File: config.mk
export PLATFORM = sky130hd
export DESIGN_NAME = id_issue_queue
export DESIGN_NICKNAME = d
export VERILOG_FILES = /design/src/rtl/id_issue_queue.sv
export SDC_FILE = /design/constraint.sdc
export NUM_CORES = 1
export LEC_CHECK = 0
export ABC_CLOCK_PERIOD_IN_PS = 4300
export CORE_ASPECT_RATIO = 2
export CORE_UTILIZATION = 60
export DETAILED_ROUTE_END_ITERATION = 6
export DONT_BUFFER_PORTS = 1
export PLACE_DENSITY = 0.76
export SLEW_MARGIN = 40
export SYNTH_ARGS = -nofsm -noshare
export SYNTH_HDL_FRONTEND = slang
export SYNTH_SLANG_ARGS = --single-unit
File: constraint.sdc
create_clock -name clk_i -period 4.3 [get_ports clk_i]
set_input_delay 0.86 -clock clk_i [delete_from_list [all_inputs] [get_ports clk_i]]
set_output_delay 0.86 -clock clk_i [all_outputs]
set_load 0.005 [all_outputs]
File: src/rtl/id_issue_queue.sv
// ---------------------------------------------------------------------------
// id_issue_queue
//   In-order decode->issue buffer holding DEPTH decoded instructions. Each
//   entry carries an opaque payload and a control-flow flag. With CF_FENCE=1
//   nothing is accepted behind a queued control-flow instruction. A
//   control-flow entry leaving the head in the same cycle releases the fence.
//   DEPTH=1 with CF_FENCE=0 behaves exactly like the legacy single-entry
//   ID/issue register.
//
// Ports
//   clk_i         clock
//   rst_ni        asynchronous reset, active-low; clears entries and storage
//   flush_i       discard all queued entries (highest priority)
//   push_valid_i  decoder offers an entry
//   push_ready_o  entry is accepted this cycle (never depends on push_valid_i)
//   push_data_i   decoded payload
//   push_cf_i     offered entry is a control-flow instruction
//   pop_valid_o   head entry valid
//   pop_data_o    head payload (read straight from storage, no extra latency)
//   pop_cf_o      head control-flow flag
//   pop_ack_i     issue stage consumes the head this cycle
//   count_o       number of valid entries
// ---------------------------------------------------------------------------
module id_issue_queue #(
    parameter int unsigned DATA_W   = 64,
    parameter int unsigned DEPTH    = 4,
    parameter int unsigned CF_FENCE = 0,
    parameter int unsigned CNT_W    = $clog2(DEPTH + 1)
) (
    input  logic              clk_i,
    input  logic              rst_ni,
    input  logic              flush_i,
    input  logic              push_valid_i,
    output logic              push_ready_o,
    input  logic [DATA_W-1:0] push_data_i,
    input  logic              push_cf_i,
    output logic              pop_valid_o,
    output logic [DATA_W-1:0] pop_data_o,
    output logic              pop_cf_o,
    input  logic              pop_ack_i,
    output logic [CNT_W-1:0]  count_o
);

    localparam int unsigned PTR_W = (DEPTH > 1) ? $clog2(DEPTH) : 1;
    typedef logic [PTR_W-1:0] ptr_t;

    logic [DATA_W-1:0] data_q [DEPTH];
    logic [DEPTH-1:0]  cf_q;
    ptr_t              rd_ptr_q;
    ptr_t              wr_ptr_q;
    logic [CNT_W-1:0]  count_q;
    logic [CNT_W-1:0]  cf_cnt_q;

    logic push;
    logic pop;
    logic space;
    logic fence_ok;

    // Pointers wrap at DEPTH-1 so non-power-of-2 depths work.
    function automatic ptr_t ptr_inc(input ptr_t p);
        return (p == ptr_t'(DEPTH - 1)) ? '0 : p + 1'b1;
    endfunction

    assign pop_valid_o = (count_q != '0);
    assign pop_data_o  = data_q[rd_ptr_q];
    assign pop_cf_o    = cf_q[rd_ptr_q];
    assign count_o     = count_q;

    assign pop = pop_ack_i & pop_valid_o;

    // A full queue still accepts when its head leaves this cycle.
    assign space = (count_q < CNT_W'(DEPTH)) | pop;

    // With the fence, the only queued cf entry is the tail; once it pops the
    // queue is free of cf entries again.
    assign fence_ok = (CF_FENCE == 0) | (cf_cnt_q == '0) | (pop & pop_cf_o);

    assign push_ready_o = rst_ni & ~flush_i & space & fence_ok;
    assign push         = push_valid_i & push_ready_o;

    // NOTE: sequential state uses non-blocking assignments so every register
    // samples the pre-edge values regardless of block ordering.
    always_ff @(posedge clk_i or negedge rst_ni) begin
        if (!rst_ni) begin
            rd_ptr_q <= '0;
            wr_ptr_q <= '0;
            count_q  <= '0;
            cf_cnt_q <= '0;
        end else if (flush_i) begin
            rd_ptr_q <= '0;
            wr_ptr_q <= '0;
            count_q  <= '0;
            cf_cnt_q <= '0;
        end else begin
            if (push) wr_ptr_q <= ptr_inc(wr_ptr_q);
            if (pop)  rd_ptr_q <= ptr_inc(rd_ptr_q);
            count_q  <= count_q + CNT_W'(push) - CNT_W'(pop);
            cf_cnt_q <= cf_cnt_q + CNT_W'(push & push_cf_i) - CNT_W'(pop & pop_cf_o);
        end
    end

    // NOTE: storage is reset because pop_data_o/pop_cf_o must read as zero
    // after reset; flush leaves it alone since pop_valid_o masks stale data.
    always_ff @(posedge clk_i or negedge rst_ni) begin
        if (!rst_ni) begin
            for (int i = 0; i < int'(DEPTH); i++) begin
                data_q[i] <= '0;
            end
            cf_q <= '0;
        end else if (push) begin
            data_q[wr_ptr_q] <= push_data_i;
            cf_q[wr_ptr_q]   <= push_cf_i;
        end
    end

    a_count_le_depth : assert property (@(posedge clk_i) disable iff (!rst_ni)
        count_q <= CNT_W'(DEPTH));

    a_no_push_full : assert property (@(posedge clk_i) disable iff (!rst_ni)
        !(push && (count_q == CNT_W'(DEPTH)) && !pop));

    a_cf_le_count : assert property (@(posedge clk_i) disable iff (!rst_ni)
        cf_cnt_q <= count_q);

endmodule
==> summary by stage, run 1 <==
Drt
The total wirelength of the detailed-routed design is roughly 25000 µm. The via count of the routed design is 5911. Dividing the detail-routed via count by the number of cells gives between 6 and 7. In the final routed layout, each cell accounts on average for between 20 and 30 µm.

In the routed design, unresolved DRC markers number 0. The count of nets left with antenna violations after detail routing is 0. The first detailed-routing pass took 4 iterations. The first routing iteration left 256 violations.

Global route
The fraction of met3 tracks used by global routing is approximately 5.6%. The initial antenna violation count is 0. Entering global routing, the biggest net connects 271 pins. The number of global-route vias before repair is between 6000 and 7000.

The wire length of the first global-routing pass is 41000 µm. The layer flagged by global routing as most heavily used is met2. The met2 routing resource usage after global routing is between 40 and 50%. The total global-route track usage is approximately a quarter. The met1 global-route usage is around 29%. For this run the aggregate overflow at the end of global routing stands at 0.

STA
The minimum setup slack in the final design is between 1 and 1.5 ns. The slew at the pin closest to its max-slew limit is just over 0.7 ns. The count of final hold-check violations was 0. In this run the tightest slew margin relative to its limit is a little over half.

Setup repair after global routing left no endpoint under its margin. The count of final max-slew check failures is 0. Setup violations remaining at the end of the flow were counted as 0. The sum of negative setup slack is 0 ns. The share of the cycle needed by the critical path after routing is 70.2%.

The minimum clock period is ~3 ns. The final worst clock skew is 0.0103 ns. The maximum frequency from static timing analysis is between 0.3 and 0.4 GHz.

Logic synthesis
After Yosys synthesis, XOR and XNOR cells account for less than 1% of the synthesized area. The average instance in the mapped netlist occupies 18.8 µm². The simple-gate share of the synthesized area is around 1.2%. The adder and majority cell fraction of the synthesized area is 0.844%. The Yosys step of the flow raised 0 warnings.

The post-synthesis compound-gate area fraction is 0.373%. After synthesis the cells add up to between 10000 and 15000 µm². The combinational family with the most area after synthesis is multiplexers. The mux contribution to synthesized area is between 40 and 50%. Counting every instance in the synthesized netlist gives roughly 680. The synthesized design contains around 270 register bits. When the netlist entered floorplanning its net count stood at approximately 760. After synthesis, flip-flops and latches occupy 52.4% of the total area. In this run, distinct cell masters in the synthesized netlist total 29.

Floorplan
Once the floorplan was initialized, standard cells occupied 60.9% of the core. The number of rows in the core area is 75. The die is about 210 µm tall. The total I/O pin count is 140. In this run the horizontal extent of the chip is 105 µm. The core region is 20900 µm². The area enclosed by the die boundary is roughly 22000 µm².

Power
The power share of the combinational group is between 20% and 30%. Power spread over the standard cell area amounts to between 500 and 600 nW/µm². For this design the total switching power over the nets is slightly below 0.002 W. The leakage component of the power is ~6.1 nW. IR analysis of the VDD net gives a maximum drop of around 540 µV. Net switching is 25.5% of the power. The internal power of the cells totals 0.00577 W. The proportion of power drawn by the clock network is about 30%. The sequential share of power is around 46%.

Clocking
The CTS tree is built. At the later pin of the worst-skew pair, clock insertion delay measures around 0.52 ns. Clock-pin slew was measured on the worst setup and hold paths at roughly 0.06 ns. The number of gates resized after CTS was 0. The buffer cell driving the clock tree root is clkbuf_16. The count of hold-fix buffers inserted at cts is 0. In this run the number of H-tree levels came out at 1. The maximum buffer depth of the clock tree is 3. In this run the post-CTS setup repair buffer count came out at 0.

For this design, the sink count on the clock tree is 267. The number of buffers created by CTS is 25.

Cells and area
The final antenna diode count is 0. The ratio of cells with drive above 1 in the final layout is between 50 and 60%. The number of nets in the layout is 750.

The cell area after layout is ~14000 µm². From synthesis to final layout, the design area changed by 6.24%. The number of fill cells is 1398. Leaving out filler cells and counting taps, the final layout contains approximately 960.

Worst hold path
The classification of the worst-slack hold path is primary input to async pin.

Placement
The worst-case setup slack after placement is 1.36 ns. After detailed placement, the total cell area comes to ~13000 µm². The HPWL after detailed placement is 16000 µm. The quantity of I/O buffers inserted on ports is 0. Including well taps, the total number of placed cells is roughly 900.

At the end of routability-driven placement, the weighted congestion stood at roughly 0.85.

Worst setup path
STA classifies the critical path endpoint as an output pin. The maximum fanout count along the critical path is 25. The critical setup path kind is flop to output pin. The startpoint type of the worst setup path is a flop. The path depth of the worst reg2reg path is 9.

The critical path required time is 3.44 ns. The data arrival time of the critical path is between 2 and 2.5 ns.

Job
The max-capacitance violation count is 0.

Outcome
The flow ran to the end, and the final reports show no timing, DRC or antenna violations.
[registers in the layout, summed over array words and instances (netlist names)]
name and cells:
count_o 3, cf_q 4, data_q 256, rd_ptr_q 2, wr_ptr_q 2
[cell usage in the layout (no fill, tap or decap), types with 3 or more instances in the layout]
cell / netlist / final
nand2_1: 6 / 6
nor2_1: 5 / 5
buf_12: 20 / 5
clkinv_2: 0 / 8
buf_4: 8 / 3
inv_1: 5 / 5
mux4_2: 65 / 65
bufinv_16: 0 / 4
clkbuf_8: 0 / 5
clkbuf_16: 0 / 25
mux2_2: 60 / 60
mux2_4: 200 / 200
nor3_4: 4 / 4
ha_1: 7 / 7
dfrtp_1: 267 / 265
[per-layer routing]
| metal | vias to the layer above | wire length (µm) |
|---|---|---|
| li1 | 2496 | - |
| met1 | 3219 | 9350 |
| met2 | 151 | 14000 |
| met3 | 45 | 1380 |
| met4 | 0 | 713 |
| met5 | - | 0 |
[power by group through the flow]
| stage | sequential (W) | clock (W) | combinational [W] |
|---|---|---|---|
| 3_3_place_gp | 0.00361 | 0 | 0.00172 |
| 2_1_floorplan | 0.00336 | 0 | 0.00167 |
| 3_5_place_dp | 0.00365 | 0 | 0.00180 |
| 5_1_grt | 0.00360 | 0.00247 | 0.00202 |
| 6_report | 0.00354 | 0.00232 | 0.00189 |
| 4_1_cts | 0.00361 | 0.00238 | 0.00181 |
[path summary, 6_finish.rpt]
kind | startpoint | to | slack [ns]
setup / recovery | rd_ptr_q[0]$_DFFE_PN0P_ | pop_data_o[19] | 1.28
hold / removal | rst_ni | data_q[240]$_DFFE_PN0P_ | 0.04
setup reg to reg | count_o[1]$_DFF_PN0_ | count_o[2]$_DFF_PN0_ | 1.95
hold reg to reg | cf_q[3]$_DFFE_PN0P_ | cf_q[3]$_DFFE_PN0P_ | 0.51
max in group asynchronous | rst_ni | data_q[67]$_DFFE_PN0P_ | 3.91
min in group clk_i | flush_i | rd_ptr_q[0]$_DFFE_PN0P_ | 0.40
[critical path: stages, from the launching register on]
cell and delay [ns]:
dfrtp_4 0.43, buf_12 0.23, buf_4 0.37, mux4_2 0.57
[kinds of logic (layout without fill, tap and decap cells)]
group | count (synthesis) | count (layout)
multiplexers | 326 | 326
buffers and inverters | 49 | 59
AND/OR/NAND/NOR | 21 | 21
XOR/XNOR | 2 | 2
AO/OA/AOI/OAI | 6 | 6
adder cells (fa/ha/maj) | 8 | 8
flip-flops | 267 | 267
[layout make-up]
type	instances	area, µm²	area share, %
Multi-Input combinational cell	363	5480	40.5
Sequential cell	267	6690	49.4
Clock buffer	32	702	5.18
Tap cell	269	337	2.48
Inverter	5	18.8	0.139
Clock inverter	12	160	1.18
Timing Repair Buffer	10	161	1.19
[Yosys cell counts (all sizes together)]
cell / instances / area [µm²]
dfrtp: 267 / 6680
nand2: 6 / 22.5
nand2b: 2 / 20.0
and2b: 1 / 10.0
o31ai: 1 / 7.51
a311oi: 2 / 17.5
a21oi: 1 / 5.00
clkbuf: 4 / 16.3
nor2: 5 / 18.8
xnor2: 1 / 8.76
mux4: 65 / 1460
mux2i: 1 / 10.0
nor2b: 1 / 6.26
inv: 5 / 18.8
nor3: 4 / 65.1
xor2: 1 / 8.76
fa: 1 / 20.0
a31o: 2 / 17.5
or3: 2 / 12.5
mux2: 260 / 3680
buf: 40 / 556
ha: 7 / 87.6
[through the flow]
| step | power (W) | util (%) | hold WS [ns] |
|---|---|---|---|
| after global routing | 0.00810 | 64.7 | 0.0134 |
| after floorplan | 0.00503 | - | 0.475 |
| after global placement | 0.00533 | 60.3 | 0.484 |
| after detailed placement | 0.00545 | 60.4 | 0.490 |
| after CTS | 0.00780 | 64.5 | 0.0189 |
| final | 0.00774 | 64.7 | 0.0432 |
(Power assumes the default switching activity.)
==> inputs of run 2 (changes only) <==
- ABC_CLOCK_PERIOD_IN_PS: 4300 -> 2400
- CORE_UTILIZATION: 60 -> 58
- clock period: 4.3 -> 2.4 ns (I/O delays scaled with it)
==> run 2 against run 1 <==
  * The run now ends with negative hold slack left
  * Via count up 1.2%
  * Critical path depth unchanged
  * Clock power up 93%
  * Register-to-register slack worse by 1.7 ns
  * Largest power group unchanged
==> summary by stage, run 2 (synthesis results as in run 1) <==
STA
The minimum clock period is 2.34 ns. The slew at the pin closest to its max-slew limit is 0.566 ns (was 0.712 ns). The final worst clock skew is 0.0161 ns (was 0.0103 ns). The worst-case hold slack is -0.344 ns (was 0.0432 ns). The count of final hold-check violations is 267 (was 0).

The count of endpoints failing setup in the final report is 0 (unchanged). The maximum frequency from static timing analysis is roughly 0.43 GHz. The count of final max-slew check failures is 0 (unchanged). The sum of negative setup slack is 0 ns (unchanged). Setup repair after global routing missed its margin: no (unchanged). The worst relative slew slack is 62.3% (was 52.5%).

The share of the cycle needed by the critical path after routing is a little over nine tenths.

Floorplan
The die width was 107 µm (was 105 µm). The height of the die is 212 µm (was 208 µm). The number of rows in the core area came to 76 (was 75). The area of the core is 21600 µm² (was 20900 µm²). The initial cell density of the core is 59.1% (was 60.9%).

The total I/O pin count is 140 (unchanged). The area enclosed by the die boundary is 22600 µm² (was 21900 µm²).

Worst setup path
The data arrival time of the critical path is 1.86 ns (was 2.16 ns). The maximum fanout count along the critical path is 6 (was 25). The critical path required time is 1.92 ns (was 3.44 ns).

The startpoint type of the worst setup path is a flop (unchanged). The critical setup path kind is flop to output pin (unchanged). The sort of element at the end of the critical path is an output pin (unchanged).

Global route
The pin count of the biggest net entering global routing is 271 (unchanged). The initial antenna violation count is 0 (unchanged). The wire length of the first global-routing pass is 41400 µm (was 41000 µm). The total global-route track usage is 24.0% (was 24.4%). The global-route congestion overflow total is 0 (unchanged). The number of global-route vias before repair came to 7273 (was 6938).

Power
The power density over the cells is 1040 nW/µm² (was 571 nW/µm²). The final total power is 0.0143 W (was 0.00774 W). The leakage component of the power is 6.18 nW (was 6.07 nW). The worst IR drop on VDD is 927 µV (was 545 µV).

Drt
The total wirelength of the detailed-routed design came to 25400 µm (about the same). The via count of the routed design is 5980 (was 5911). The average wire per standard cell is 26.0 µm (was 26.5 µm).

The post-detailed-route via-to-cell ratio is 6.11 (was 6.17). The iteration-0 DRC count of the detailed router is 237 (was 256). The detailed-routing iteration count for the pre-antenna-repair pass was 4 (unchanged). The count of nets left with antenna violations after detail routing is 0 (unchanged). The DRC violations left was 0 (unchanged).

Cells and area
The flip-flop count of the largest register, all copies and words added came to 256 (unchanged). The multi-input combinational cell area came to 5480 µm² (unchanged). The ratio of cells with drive above 1 in the final layout was 57.0% (was 56.2%).

Most frequent cells in the layout: 265 x dfrtp_1, 200 x mux2_4, 65 x mux4_2 (unchanged). The number of fill cells is 1457 (was 1398). The most common library cell in the layout ignoring fill and taps is dfrtp_1 (unchanged). The sequential cell area is 6690 µm² (unchanged). The area overhead of the layout relative to synthesis came to 8.47% (was 6.24%). The number of nets in the layout is 765 (was 750). The register with the highest flop count is data_q (unchanged). The final antenna diode count came to 0 (unchanged).

Clocking
The maximum buffer depth of the clock tree was 3 (unchanged). The clock transition at the registers of the reported paths was 0.07 ns (was 0.06 ns). The count of hold-fix buffers inserted at cts is 1 (was 0).

The clock insertion delay at the later pin of the skew report was 0.53 ns (was 0.52 ns). The number of sinks driven by the clock tree came to 267 (unchanged). The total of cells resized after clock tree synthesis is 0 (unchanged).

The CTS tree is built (unchanged). The H-tree depth is 1 (unchanged). The number of buffers created by CTS is 24 (was 25). The buffer cell driving the clock tree root was clkbuf_16 (unchanged).

Placement
The HPWL after detailed placement was 16000 µm (about the same). The quantity of I/O buffers inserted on ports was 0 (unchanged). The last weighted congestion value of the routability-driven placer is 0.757 (was 0.853).

Outcome
Run status: finished with violations (was finished, final reports clean). The final reports fail on negative hold slack.

Job
The max-capacitance violation count was 0 (unchanged).

Worst hold path
The classification of the worst-slack hold path is primary input to async pin (unchanged).
## run 2: cell types whose count changed in the layout (fill, tap and decap cells not counted), sizes merged
cell	change
dlygate4sd3	+1
inv	+1
buf	+15
clkinv	-5
clkbuf	-2
bufinv	+3
clkinvlp	+3
## run 2: path summary, 6_finish.rpt
kind / end / from / depth (start not counted) / slack (ns)
max: pop_data_o[55] / rd_ptr_q[0]$_DFFE_PN0P_ / 3 / 0.06
min: data_q[177]$_DFFE_PN0P_ / rst_ni / 0 / -0.34
max reg2reg: count_o[2]$_DFF_PN0_ / count_o[2]$_DFF_PN0_ / 10 / 0.23
min reg2reg: data_q[71]$_DFFE_PN0P_ / data_q[71]$_DFFE_PN0P_ / 1 / 0.50
max in group asynchronous: data_q[3]$_DFFE_PN0P_ / rst_ni / 0 / 2.29
min in group clk_i: count_o[0]$_DFF_PN0_ / flush_i / 1 / 0.02
## run 2: layout make-up
cell class	count	area share (%)
Sequential cell	267	48.4
Multi-Input combinational cell	363	39.6
Clock buffer	30	4.88
Timing Repair Buffer	26	2.66
Tap cell	273	2.47
Clock inverter	14	1.88
Inverter	5	0.136
## run 2: metal layers
metal  share of wire [%]  track usage (%)  wire [µm]
met5                   0                0          0
met1                  37             27.7       9460
met4                 2.5             7.75        635
met2                  55             44.1      14000
met3                 5.2             4.71       1330
## run 2: repair_timing
action / 4_1_cts / 5_1_grt
endpoints found under the hold margin: 268 / 267
setup endpoints to repair: 56 / 0
buffers inserted: 3 / 0
## run 2: critical path: stages (launching register included)
cell and delay, ns:
dfrtp_4 0.44, buf_12 0.14, buf_4 0.18, mux4_2 0.58
## run 2: through the flow
stage          worst slack, ns  utilization, %  cells  hold slack (ns)  area [µm²]
2_1_floorplan            0.244               -    679            0.184       12800
3_3_place_gp             0.270            59.4    930            0.189       12800
3_5_place_dp             0.253            59.4    930            0.191       12800
4_1_cts                 0.0239            64.1    978           -0.366       13800
5_1_grt                0.00142            64.1    978           -0.369       13800
6_report                0.0601            64.1    978           -0.344       13800
## run 2: power breakdown
part | switching (W) | internal (W)
Clock | 0.00172 | 0.00276
Sequential | 0.000671 | 0.00558
Combinational | 0.00122 | 0.00237
Total | 0.00361 | 0.0107
==> inputs of run 3 (changes only) <==
- CORE_MARGIN: unset -> 4
==> run 3 against run 2 <==
  * The flow still finishes with violations (negative hold slack)
  * Critical path depth fell by 1
  * First-iteration DRC count grew 26%
  * Clock power down 12%
  * Sequential power about the same
  * Routed wire length fell by 1.4%
  * Sequential share of layout area is 0.87 points higher
  * Utilization fell by 1.1 points
  * Cell count down 1.4%
  * Hold slack got worse by 0.0060 ns
  * Design area fell by 1.8%
  * Largest cell class unchanged
==> summary by stage, run 3 (synthesis results as in run 1) <==
Global route
The global-route congestion overflow total is 0 (unchanged). The total global-route track usage is 21.0% (was 24.0%). The initial antenna violation count is 0 (unchanged). The wire length of the first global-routing pass is 40500 µm (was 41400 µm). The number of global-route vias before repair is 7047 (was 7273). The pin count of the biggest net entering global routing is 271 (unchanged).

Worst setup path
The sort of element at the end of the critical path is an output pin (unchanged). The critical register-to-register path startpoint is count_o[2]$_DFF_PN0_ (unchanged). The endpoint of the worst-slack reg-to-reg timing path is count_o[2]$_DFF_PN0_ (unchanged). The start point of the critical path is rd_ptr_q[0]$_DFFE_PN0P_ (unchanged). The path depth of the worst reg2reg path is 10 (unchanged). The register-to-register setup slack was 0.27 ns (was 0.23 ns). Critical Path, Cell by Cell: buf_16 > mux4_2 (was buf_12 > buf_4 > mux4_2).

The startpoint type of the worst setup path is a flop (unchanged). The peak per-stage delay on the critical path came to 0.61 ns (was 0.58 ns). The critical setup path kind is flop to output pin (unchanged). The data arrival time of the critical path is 1.91 ns (was 1.86 ns).

The critical path required time is 1.92 ns (about the same). The master of the slowest instance on the critical path was mux4_2 (unchanged). The maximum fanout count along the critical path came to 37 (was 6).

STA
The count of final hold-check violations is 267 (unchanged). The minimum setup slack in the final design is 0.00698 ns (was 0.0601 ns). The worst relative slew slack is 68.3% (was 62.3%). The count of endpoints failing setup in the final report is 0 (unchanged). The worst-case hold slack is -0.350 ns (was -0.344 ns). The minimum clock period is 2.39 ns (was 2.34 ns).

Setup repair after global routing missed its margin: yes (was no). The maximum frequency from static timing analysis is 0.418 GHz (was 0.427 GHz). The share of the cycle needed by the critical path after routing is 99.7% (was 97.5%).

The count of final max-slew check failures is 0 (unchanged). The sum of negative setup slack is 0 ns (unchanged). The final worst clock skew came to 0.00512 ns (was 0.0161 ns). The slew at the pin closest to its max-slew limit is 0.475 ns (was 0.566 ns).

Cells and area
The register with the highest flop count is data_q (unchanged). The number of nets in the layout is 755 (was 765). Most frequent cells in the layout: 265 x dfrtp_1, 200 x mux2_4, 65 x mux4_2 (unchanged). The utilization after layout is 62.9% (was 64.1%). The final antenna diode count came to 0 (unchanged). The flip-flop count of the largest register, all copies and words added is 256 (unchanged).

The most common library cell in the layout ignoring fill and taps is dfrtp_1 (unchanged). The cell area after layout is 13600 µm² (was 13800 µm²). The area overhead of the layout relative to synthesis is 6.54% (was 8.47%). The ratio of cells with drive above 1 in the final layout is 55.9% (was 57.0%).

Placement
The worst-case setup slack after placement came to 0.274 ns (was 0.253 ns). The last weighted congestion value of the routability-driven placer is 0.761 (was 0.757). The quantity of I/O buffers inserted on ports is 0 (unchanged). The HPWL after detailed placement is 15700 µm (was 16000 µm). The standard cell area after detailed placement was 12800 µm² (about the same).

Power
The power density over the cells is 1000 nW/µm² (was 1040 nW/µm²). The final total power was 0.0136 W (was 0.0143 W). The worst IR drop on VDD is 780 µV (was 927 µV). The leakage component of the power is 6.06 nW (was 6.18 nW).

Clocking
The H-tree depth is 1 (unchanged). The maximum buffer depth of the clock tree is 3 (unchanged). The number of sinks driven by the clock tree is 267 (unchanged). The CTS tree is built (unchanged). The number of buffers created by CTS is 25 (was 24). The count of hold-fix buffers inserted at cts is 1 (unchanged).

The buffer cell driving the clock tree root is clkbuf_16 (unchanged). The clock transition at the registers of the reported paths is 0.06 ns (was 0.07 ns). The clock insertion delay at the later pin of the skew report is 0.52 ns (was 0.53 ns).

Floorplan
The height of the die is 218 µm (was 212 µm). The number of rows in the core area came to 76 (unchanged). The area of the core was 21600 µm² (unchanged). The total I/O pin count came to 140 (unchanged). The die width is 113 µm (was 107 µm). The initial cell density of the core was 59.1% (unchanged). The area enclosed by the die boundary is 24600 µm² (was 22600 µm²).

Outcome
Violations in the final reports: negative hold slack (unchanged). Run status: finished with violations (unchanged).

Drt
The average wire per standard cell is 26.0 µm (about the same). The post-detailed-route via-to-cell ratio is 6.16 (was 6.11). The detailed-routing iteration count for the pre-antenna-repair pass is 4 (unchanged). The count of nets left with antenna violations after detail routing is 0 (unchanged).

The total wirelength of the detailed-routed design came to 25100 µm (was 25400 µm). The DRC violations left is 0 (unchanged). The iteration-0 DRC count of the detailed router is 298 (was 237).

The via count of the routed design is 5941 (was 5980).

Worst hold path
The classification of the worst-slack hold path is primary input to async pin (unchanged).

Job
The max-capacitance violation count is 0 (unchanged).
==> run 3: cell count changes in the layout (fill, tap and decap cells not counted), sizes merged <==
cell,before,now
buf,25,14
bufinv,7,3
clkinv,3,6
clkinvlp,3,2
inv,6,5
==> run 3: repair_timing <==
item / CTS / global route
setup endpoints to repair: 26 / 47
endpoints found under the hold margin: 271 / 267
gates resized for setup: 1 / 0
buffers inserted: 0 / 0
==> run 3: worst max-delay path, delay by kind of cell, from the launching register on <==
| family | cells | cell delay [ns] |
|---|---|---|
| muxes | 1 | 0.61 |
| DFF | 1 | 0.45 |
| buffers and inverters | 1 | 0.28 |
==> run 3: power breakdown <==
part / leakage, nW / internal (W) / switching [W]
clock: 0.387 / 0.00226 / 0.00167
sequential: 3.48 / 0.00558 / 0.000654
combinational: 2.20 / 0.00227 / 0.00121
total: 6.06 / 0.0101 / 0.00353
==> run 3: final cells by class <==
cell class	count	area, µm²
Inverter	5	18.8
Tap cell	273	342
Clock buffer	30	654
Timing Repair Buffer	15	260
Fill cell	1461	8000
Clock inverter	11	143
Sequential cell	267	6690
Multi-Input combinational cell	363	5480
==> run 3: layer usage <==
metal | part of all wire (%) | global-route usage [%] | vias up
met2 | 55 | 38.0 | 130
met3 | 5.9 | 5.44 | 43
met5 | 0 | 0 | -
met1 | 36 | 23.6 | 3271
met4 | 3.0 | 7.30 | 0
li1 | - | - | 2497
==> run 3: how the worst max path moves through the flow <==
stage / to / depth (start not counted) / slack, ns
global route: pop_data_o[24] / 2 / -0.08
finish: pop_data_o[24] / 2 / 0.007
CTS: pop_data_o[24] / 2 / -0.04
floorplan: count_o[2]$_DFF_PN0_ / 10 / 0.24
detailed placement: count_o[2]$_DFF_PN0_ / 10 / 0.27
global placement: count_o[2]$_DFF_PN0_ / 10 / 0.29
==> run 3: per-stage QoR <==
step           hold WS, ns  cells
3_5_place_dp         0.191    922
6_report            -0.350    964
2_1_floorplan        0.184    679
5_1_grt             -0.378    964
3_3_place_gp         0.190    922
4_1_cts             -0.369    964
